===== config.mk =====
export PLATFORM = sky130hd
export DESIGN_NAME = rr_arbiter_16
export DESIGN_NICKNAME = d
export VERILOG_FILES = /design/src/rtl/rr_arbiter_16.sv
export SDC_FILE = /design/constraint.sdc
export NUM_CORES = 1
export LEC_CHECK = 0
export ABC_AREA = 0
export CAP_MARGIN = 20
export CORE_MARGIN = 4
export CORE_UTILIZATION = 34
export CTS_CLUSTER_SIZE = 25
export DETAILED_ROUTE_END_ITERATION = 16
export GPL_ROUTABILITY_DRIVEN = 0
export PLACE_DENSITY = 0.62
export SYNTH_ARGS = -nofsm -noshare
export SYNTH_HDL_FRONTEND = slang
export SYNTH_SLANG_ARGS = --single-unit
export TNS_END_PERCENT = 20

===== constraint.sdc =====
create_clock -name clk -period 10.3 [get_ports clk]
set_clock_uncertainty 0.1 [all_clocks]
set_input_delay 3.09 -clock clk [delete_from_list [all_inputs] [get_ports clk]]
set_output_delay 3.09 -clock clk [all_outputs]
set_load 0.01 [all_outputs]

===== src/rtl/rr_arbiter_16.sv =====
// rr_arbiter_16 -- 16-way round-robin arbiter with registered one-hot grant
// and encoded winner index.
//
// Optional feature macro: ARB_TIMEOUT_EN
//   defined   : an 8-bit hold counter forces a release after MAX_HOLD
//               cycles in GRANT and pulses `timeout` for one cycle.
//   undefined : no counter; a grant is held until `done` or the owner
//               drops its request; `timeout` is constant 0.
//
// Ports
//   clk        in   1   rising-edge clock
//   rst_n      in   1   asynchronous active-low reset
//   req        in  16   level-sensitive request vector
//   done       in   1   owner releases the grant (sampled in GRANT only)
//   gnt        out 16   registered one-hot grant
//   gnt_idx    out  4   registered binary index of the set gnt bit
//   gnt_valid  out  1   registered OR of gnt
//   timeout    out  1   one-cycle pulse on a hold-limit release
//
// state   | meaning
// S_IDLE  | no owner, searching req from r_ptr upward
// S_GRANT | gnt driven for the owner until a release condition

module rr_arbiter_16 #(
    parameter int MAX_HOLD = 255
) (
    input  logic        clk,
    input  logic        rst_n,
    input  logic [15:0] req,
    input  logic        done,
    output logic [15:0] gnt,
    output logic [3:0]  gnt_idx,
    output logic        gnt_valid,
    output logic        timeout
);

    typedef enum logic {
        S_IDLE  = 1'b0,
        S_GRANT = 1'b1
    } state_t;

    state_t      r_state, w_state_nxt;
    logic [3:0]  r_ptr, w_ptr_nxt;
    logic [15:0] r_gnt, w_gnt_nxt;
    logic [3:0]  r_gnt_idx, w_gnt_idx_nxt;
    logic        r_gnt_valid, w_gnt_valid_nxt;

    logic        w_found;
    logic [3:0]  w_sel_idx;
    logic        w_expire;
    logic        w_release;

    // First set request in rotated order r_ptr, r_ptr+1, ... (4-bit wrap).
    always_comb begin
        logic [3:0] v_cand;
        w_found   = 1'b0;
        w_sel_idx = 4'd0;
        v_cand    = 4'd0;
        for (int i = 0; i < 16; i++) begin
            v_cand = r_ptr + 4'(i);
            if (!w_found && req[v_cand]) begin
                w_found   = 1'b1;
                w_sel_idx = v_cand;
            end
        end
    end

`ifdef ARB_TIMEOUT_EN
    localparam logic [8:0] LP_LIMIT = 9'(MAX_HOLD);

    logic [7:0] r_hold_cnt;
    logic       r_timeout;

    // Release on the edge where the counter would reach MAX_HOLD, so the
    // owner sees exactly MAX_HOLD cycles of grant.
    assign w_expire = (({1'b0, r_hold_cnt} + 9'd1) == LP_LIMIT);

    always_ff @(posedge clk or negedge rst_n) begin
        if (!rst_n) begin
            r_hold_cnt <= 8'd0;
            r_timeout  <= 1'b0;
        end else begin
            r_timeout <= (r_state == S_GRANT) && w_expire;
            if ((r_state == S_GRANT) && !w_release)
                r_hold_cnt <= r_hold_cnt + 8'd1;
            else
                r_hold_cnt <= 8'd0;
        end
    end

    assign timeout = r_timeout;
`else
    logic w_unused_max_hold;

    assign w_expire          = 1'b0;
    assign w_unused_max_hold = (MAX_HOLD == 0);
    assign timeout           = 1'b0;
`endif

    assign w_release = done | ~req[r_gnt_idx] | w_expire;

    always_ff @(posedge clk or negedge rst_n) begin
        if (!rst_n) begin
            r_state     <= S_IDLE;
            r_ptr       <= 4'd0;
            r_gnt       <= 16'd0;
            r_gnt_idx   <= 4'd0;
            r_gnt_valid <= 1'b0;
        end else begin
            r_state     <= w_state_nxt;
            r_ptr       <= w_ptr_nxt;
            r_gnt       <= w_gnt_nxt;
            r_gnt_idx   <= w_gnt_idx_nxt;
            r_gnt_valid <= w_gnt_valid_nxt;
        end
    end

    always_comb begin
        w_state_nxt     = r_state;
        w_ptr_nxt       = r_ptr;
        w_gnt_nxt       = r_gnt;
        w_gnt_idx_nxt   = r_gnt_idx;
        w_gnt_valid_nxt = r_gnt_valid;
        case (r_state)
            S_IDLE: begin
                if (w_found) begin
                    w_state_nxt     = S_GRANT;
                    w_gnt_nxt       = 16'd1 << w_sel_idx;
                    w_gnt_idx_nxt   = w_sel_idx;
                    w_gnt_valid_nxt = 1'b1;
                end
            end
            S_GRANT: begin
                // Other requests are ignored; only the owner's events matter.
                if (w_release) begin
                    w_state_nxt     = S_IDLE;
                    w_ptr_nxt       = r_gnt_idx + 4'd1;
                    w_gnt_nxt       = 16'd0;
                    w_gnt_idx_nxt   = 4'd0;
                    w_gnt_valid_nxt = 1'b0;
                end
            end
            default: begin
                w_state_nxt = S_IDLE;
            end
        endcase
    end

    assign gnt       = r_gnt;
    assign gnt_idx   = r_gnt_idx;
    assign gnt_valid = r_gnt_valid;

endmodule


==> results.yml, run 1 <==
status:
  status: "finished clean"
timing:
  tightest_slew_ns: 0.849
  max_freq_mhz: 145
  min_period_over_period_pct: 66.7
  fin_crit_ns: 6.87
  relSlewSlack_pct: 43.4
  setup_viol: 0
  worst_slack_ns: 3.43
  hold_violations: 0
  report.final.slew_viol_count: 0
  setup_tns_ns: 0
  rsz0062_at_grt: "no"
floorplanning:
  die_width_um: 111
  die_area_um2: 12300
  coreArea_um2: 10300
  start_util_pct: 35.0
  dieHeight_um: 111
  io_pins: 41
  num_rows: 37
clocking:
  cts_tree: "built"
  cts_inserted_buffers: 3
  cts.sinks: 26
  ctsResizeCount: 0
  postCtsSetupBuffers: 0
  clkTransAtPathRegs_ns: 0.08
  root_buffer: "clkbuf_8"
  holdBufCountCts: 0
  clk-insertion-delay-late_ns: 0.26
  clk_path_buf_depth: 2
  cts.htree.levels: 1
synth:
  ys_ff_latch: 26
  synth_ff_type: "dfrtp_1"
  ys.warnings.count: 0
  synth_edf_count: 0
  syn_area_per_cell_um2: 9.50
  ys_types: 79
  yosys.area.top_type: "dfrtp_1"
  synth_area_um2: 3610
  seq_area_frac_synth_pct: 18.0
  synthCells: 380
  synth_top_area_share_pct: 18.0
  syn_nets: 407
  async_reset_ff_share_pct: 100
  synthTopCellsByArea: "dfrtp_1, mux4_2, mux2i_1, mux2_2, nand2_1"
setup_path:
  worst_path_max_delay_cell: "mux4_1"
  critPathBufInv: 1
  endpoint_kind: "flip-flop"
  required_ns: 10.41
  cp.arrival_ns: 6.98
  rrSetupSlack_ns: 4.98
  start_kind: "input pin"
  worst-r2r-cell-count: 10
  cp_cell_sequence: "clkdlybuf4s50_1, mux4_1, mux4_2, nor2b_1, nand4_2, o21ai_2, and2_1, a22o_1"
  rr_endpoint: "gnt[12]"
  worstReg2RegStart: "r_ptr[1]"
  cpLargestDelayFamily: "simple AND/OR/NAND/NOR gates"
  worstPathMaxFanout: 17
  crit_path_max_incr_delay_ns: 0.69
  path_class: "in -> reg"
finish:
  diodes: 0
  drive_above_1_share_pct: 17.5
  syn_to_final_growth_pct: 15.6
  fin_cells: 542
  fin_nets: 434
placement:
  post-place-ws_ns: 3.22
  portBuffers: 39
  dp_hpwl_um: 8410
  dpl.cell_count: 538
run:
  drv_cap: 0
worst_hold_path:
  hp-class: "reg -> reg"
  hp-start: "gnt_valid"
  holdPathStages: 2
  holdPathEnd: "gnt_valid"
global_routing:
  grtUsageTotal_pct: 17.6
  grt_max_degree: 32
  antenna_found_initial: 0
  grt_pass1_vias: 3411
  gr-total-overflow: 0
  grt_pass1_wl_um: 18000
routing:
  drt_pass1_iterations: 5
  drt_wl_total_um: 10700
  avgViaCountPerCell: 6.36
  num_vias: 3449
  first_iter_violations: 423
  wire_per_inst_um: 19.8
  drtAntennaViolNets: 0
  drc: 0
[per-layer routing]
layer	share of wire [%]	wire [um]	track usage [%]
met1	43	4610	24.5
met4	2.7	291	5.03
met3	8.4	897	2.95
met2	46	4940	28.3
met5	0	0	0
[final cells by class]
| type | count | area (um2) |
|---|---|---|
| fill | 979 | 6150 |
| multi-input combinational | 319 | 2800 |
| sequential | 26 | 651 |
| timing repair buffer | 44 | 448 |
| tap | 136 | 170 |
| clock buffer | 4 | 55.1 |
| inverter | 13 | 48.8 |
[cell usage after synthesis (all sizes together), types with 9 or more instances]
| cell type | n |
|---|---|
| a21oi | 11 |
| dfrtp | 26 |
| a22o | 9 |
| clkbuf | 9 |
| o21ai | 23 |
| mux2i | 26 |
| mux2 | 12 |
| nor3 | 13 |
| nand3 | 10 |
| mux4 | 31 |
| buf | 13 |
| nand2 | 32 |
| inv | 12 |
| nor2 | 22 |
| o22ai | 11 |
[flip-flops by register name, indices dropped and copies added, names as in the netlist]
signal     cells
r_ptr          4
gnt           16
r_state        1
gnt_idx        4
gnt_valid      1
[layout by cell type (no fill, tap or decap), types with 5 or more instances in the layout]
master,instances
a21oi_1,11
a22o_1,9
and2_1,7
clkdlybuf4s50_1,39
dfrtp_1,26
ha_1,8
inv_1,11
mux2_2,12
mux2i_1,26
mux4_2,28
nand2_1,32
nand2b_1,5
nand3_1,10
nor2_1,21
nor2b_1,7
nor3_1,11
nor4_1,5
o21ai_0,12
o21ai_1,9
o22ai_1,11
xnor2_1,5
xor2_1,5
[how the worst max path moves through the flow]
stage             from       to  slack [ns]  cells after the start
2_1_floorplan  req[15]   gnt[4]        4.14                      9
3_3_place_gp   req[12]   gnt[4]        3.31                     10
3_5_place_dp   req[15]  gnt[12]        3.22                      9
4_1_cts        req[15]  gnt[12]        3.49                      9
5_1_grt         req[0]   gnt[3]        3.10                     10
6_report       req[11]  gnt[12]        3.43                      8
[kinds of logic (layout without fill, tap and decap cells)]
logic type,count (synthesis),count (layout),synth area share [%]
flops,26,26,18.0
other cells,1,1,0.104
fa+ha+maj,8,8,2.77
compound gates,108,108,23.0
xor+xnor,12,12,3.33
buf+inv,35,61,4.44
simple gates,121,121,17.7
mux,69,69,30.6
[stage by stage]
stage	utilization [%]	area (um2)	hold slack [ns]
2_1_floorplan	-	3610	0.376
3_3_place_gp	39.6	4090	0.381
3_5_place_dp	39.9	4120	0.369
4_1_cts	40.4	4170	0.394
5_1_grt	40.4	4170	0.422
6_report	40.4	4170	0.389
[worst register-to-register path, cell delays in order (launching register included)]
cell and delay [ns]:
dfrtp_1 0.33, buf_4 0.38, inv_1 0.26, ha_1 0.73
mux4_1 0.77, mux4_2 0.65, nor2b_1 0.45, nand4_2 0.37
o21ai_2 0.43, and2_1 0.56, a22o_1 0.25
Power of run 1 is left out: the tool's default activity adds up to more than one toggle a clock period on the data nets, which glitch-free logic cannot reach.
==> inputs of run 2 (changes only) <==
Settings changed: PLACE_DENSITY 0.62 to 0.64.
Clock period 10.3 ns to 5.6 ns, I/O delays scaled along.
==> run 2 against run 1 <==
  * Setup slack lost 3.2 ns
  * Count of clock-buffer cells in the layout shrank 1
  * Flip-flop and latch count is the same
  * Critical path depth grew 4
  * Cell area grew 3.6%
  * Global-route usage grew 0.092 points
  * Routed wire length grew 3.0%
  * Register-to-register slack lost 4.1 ns
  * Largest cell class unchanged
  * Highest routed layer unchanged
==> results.yml, run 2 (synthesized netlist as in run 1, its figures left out) <==
routing:
  avgViaCountPerCell: 6.16
  first_iter_violations: 358
  num_vias: 3447
  drt_wl_total_um: 11100
  drtAntennaViolNets: 0
  wire_per_inst_um: 19.7
  drc: 0
  drt_pass1_iterations: 5
global_routing:
  antenna_found_initial: 0
  grt_pass1_wl_um: 18000
  gr-total-overflow: 0
  grt_max_degree: 31
  grt_pass1_vias: 3260
  grtUsageTotal_pct: 17.7
floorplanning:
  io_pins: 41
  die_width_um: 111
  start_util_pct: 35.0
  dieHeight_um: 111
  die_area_um2: 12300
  coreArea_um2: 10300
  num_rows: 37
timing:
  tightest_slew_ns: 0.706
  max_freq_mhz: 187
  setup_viol: 0
  rsz0062_at_grt: "no"
  setup_tns_ns: 0
  min_period_over_period_pct: 95.5
  worst_slack_ns: 0.251
  whs_ns: 0.394
  relSlewSlack_pct: 52.7
  fin_crit_ns: 5.35
  report.final.slew_viol_count: 0
  hold_violations: 0
clocking:
  cts_inserted_buffers: 3
  postCtsSetupBuffers: 0
  clk_path_buf_depth: 2
  root_buffer: "clkbuf_8"
  holdBufCountCts: 0
  clk-insertion-delay-late_ns: 0.27
  ctsResizeCount: 0
  clkTransAtPathRegs_ns: 0.09
  cts.htree.levels: 1
  cts_tree: "built"
  cts.sinks: 26
setup_path:
  start_kind: "input pin"
  endpoint_kind: "flip-flop"
  required_ns: 5.71
  worst-r2r-cell-count: 12
  path_class: "in -> reg"
  cp.arrival_ns: 5.46
  worstPathMaxFanout: 8
status:
  status: "finished clean"
finish:
  layout_commonest_cell: "clkdlybuf4s50_1"
  multi_input_area_um2: 2800
  fillers: 993
  fin_util_pct: 41.9
  largest_reg_flops: 16
  final_cell_mix: "clkdlybuf4s50_1, nand2_1, mux4_2"
  fin_nets: 452
  drive_above_1_share_pct: 21.0
  diodes: 0
  syn_to_final_growth_pct: 19.8
  seq_area_um2: 651
worst_hold_path:
  holdPathStages: 2
  hp-class: "reg -> reg"
placement:
  portBuffers: 39
  dp_hpwl_um: 8690
  post-place-ws_ns: 0.0713
run:
  drv_cap: 0
run 2: cell types whose count changed in the layout (fill, tap and decap cells not counted), sizes merged:
cell | before | now
buf | 5 | 23
bufinv | 0 | 1
clkbuf | 4 | 3
run 2: area by class of cell:
| type | count | area share, % |
|---|---|---|
| Clock buffer | 3 | 0.955 |
| Multi-Input combinational cell | 319 | 64.7 |
| Clock inverter | 1 | 0.695 |
| Timing Repair Buffer | 62 | 13.5 |
| Sequential cell | 26 | 15.1 |
| Inverter | 13 | 1.13 |
| Tap cell | 136 | 3.94 |
run 2: final timing paths:
kind	start	endpoint	slack, ns
min in group asynchronous	rst_n	gnt[14]	1.60
max in group asynchronous	rst_n	gnt[10]	3.37
worst max-delay path	req[12]	gnt[5]	0.25
worst max register to register	r_ptr[1]	gnt[5]	0.88
worst min register to register	gnt_valid	gnt_valid	0.39
worst min-delay path	gnt_valid	gnt_valid	0.39
run 2: metal layers:
layer	share of wire, %	track usage [%]	vias to the layer above
li1	-	-	1590
met1	45	26.0	1659
met2	45	27.7	171
met3	7.1	2.13	27
met4	2.7	4.46	0
met5	0	0	-
run 2: through the flow:
stage          std cells  instance area, um2
3_5_place_dp         556                4250
6_report             560                4320
5_1_grt              560                4320
3_3_place_gp         555                4220
2_1_floorplan        380                3610
4_1_cts              560                4320
run 2: critical path: stages:
cell,delay [ns]
clkdlybuf4s50_1,0.54
mux4_2,0.60
mux2i_1,0.39
mux2i_1,0.22
nor4_1,0.33
buf_4,0.18
nand4_2,0.27
o22ai_1,0.27
nor4_1,0.10
a21boi_2,0.31
nor3b_2,0.37
a22o_1,0.18
Power of run 2 is left out for the same reason.
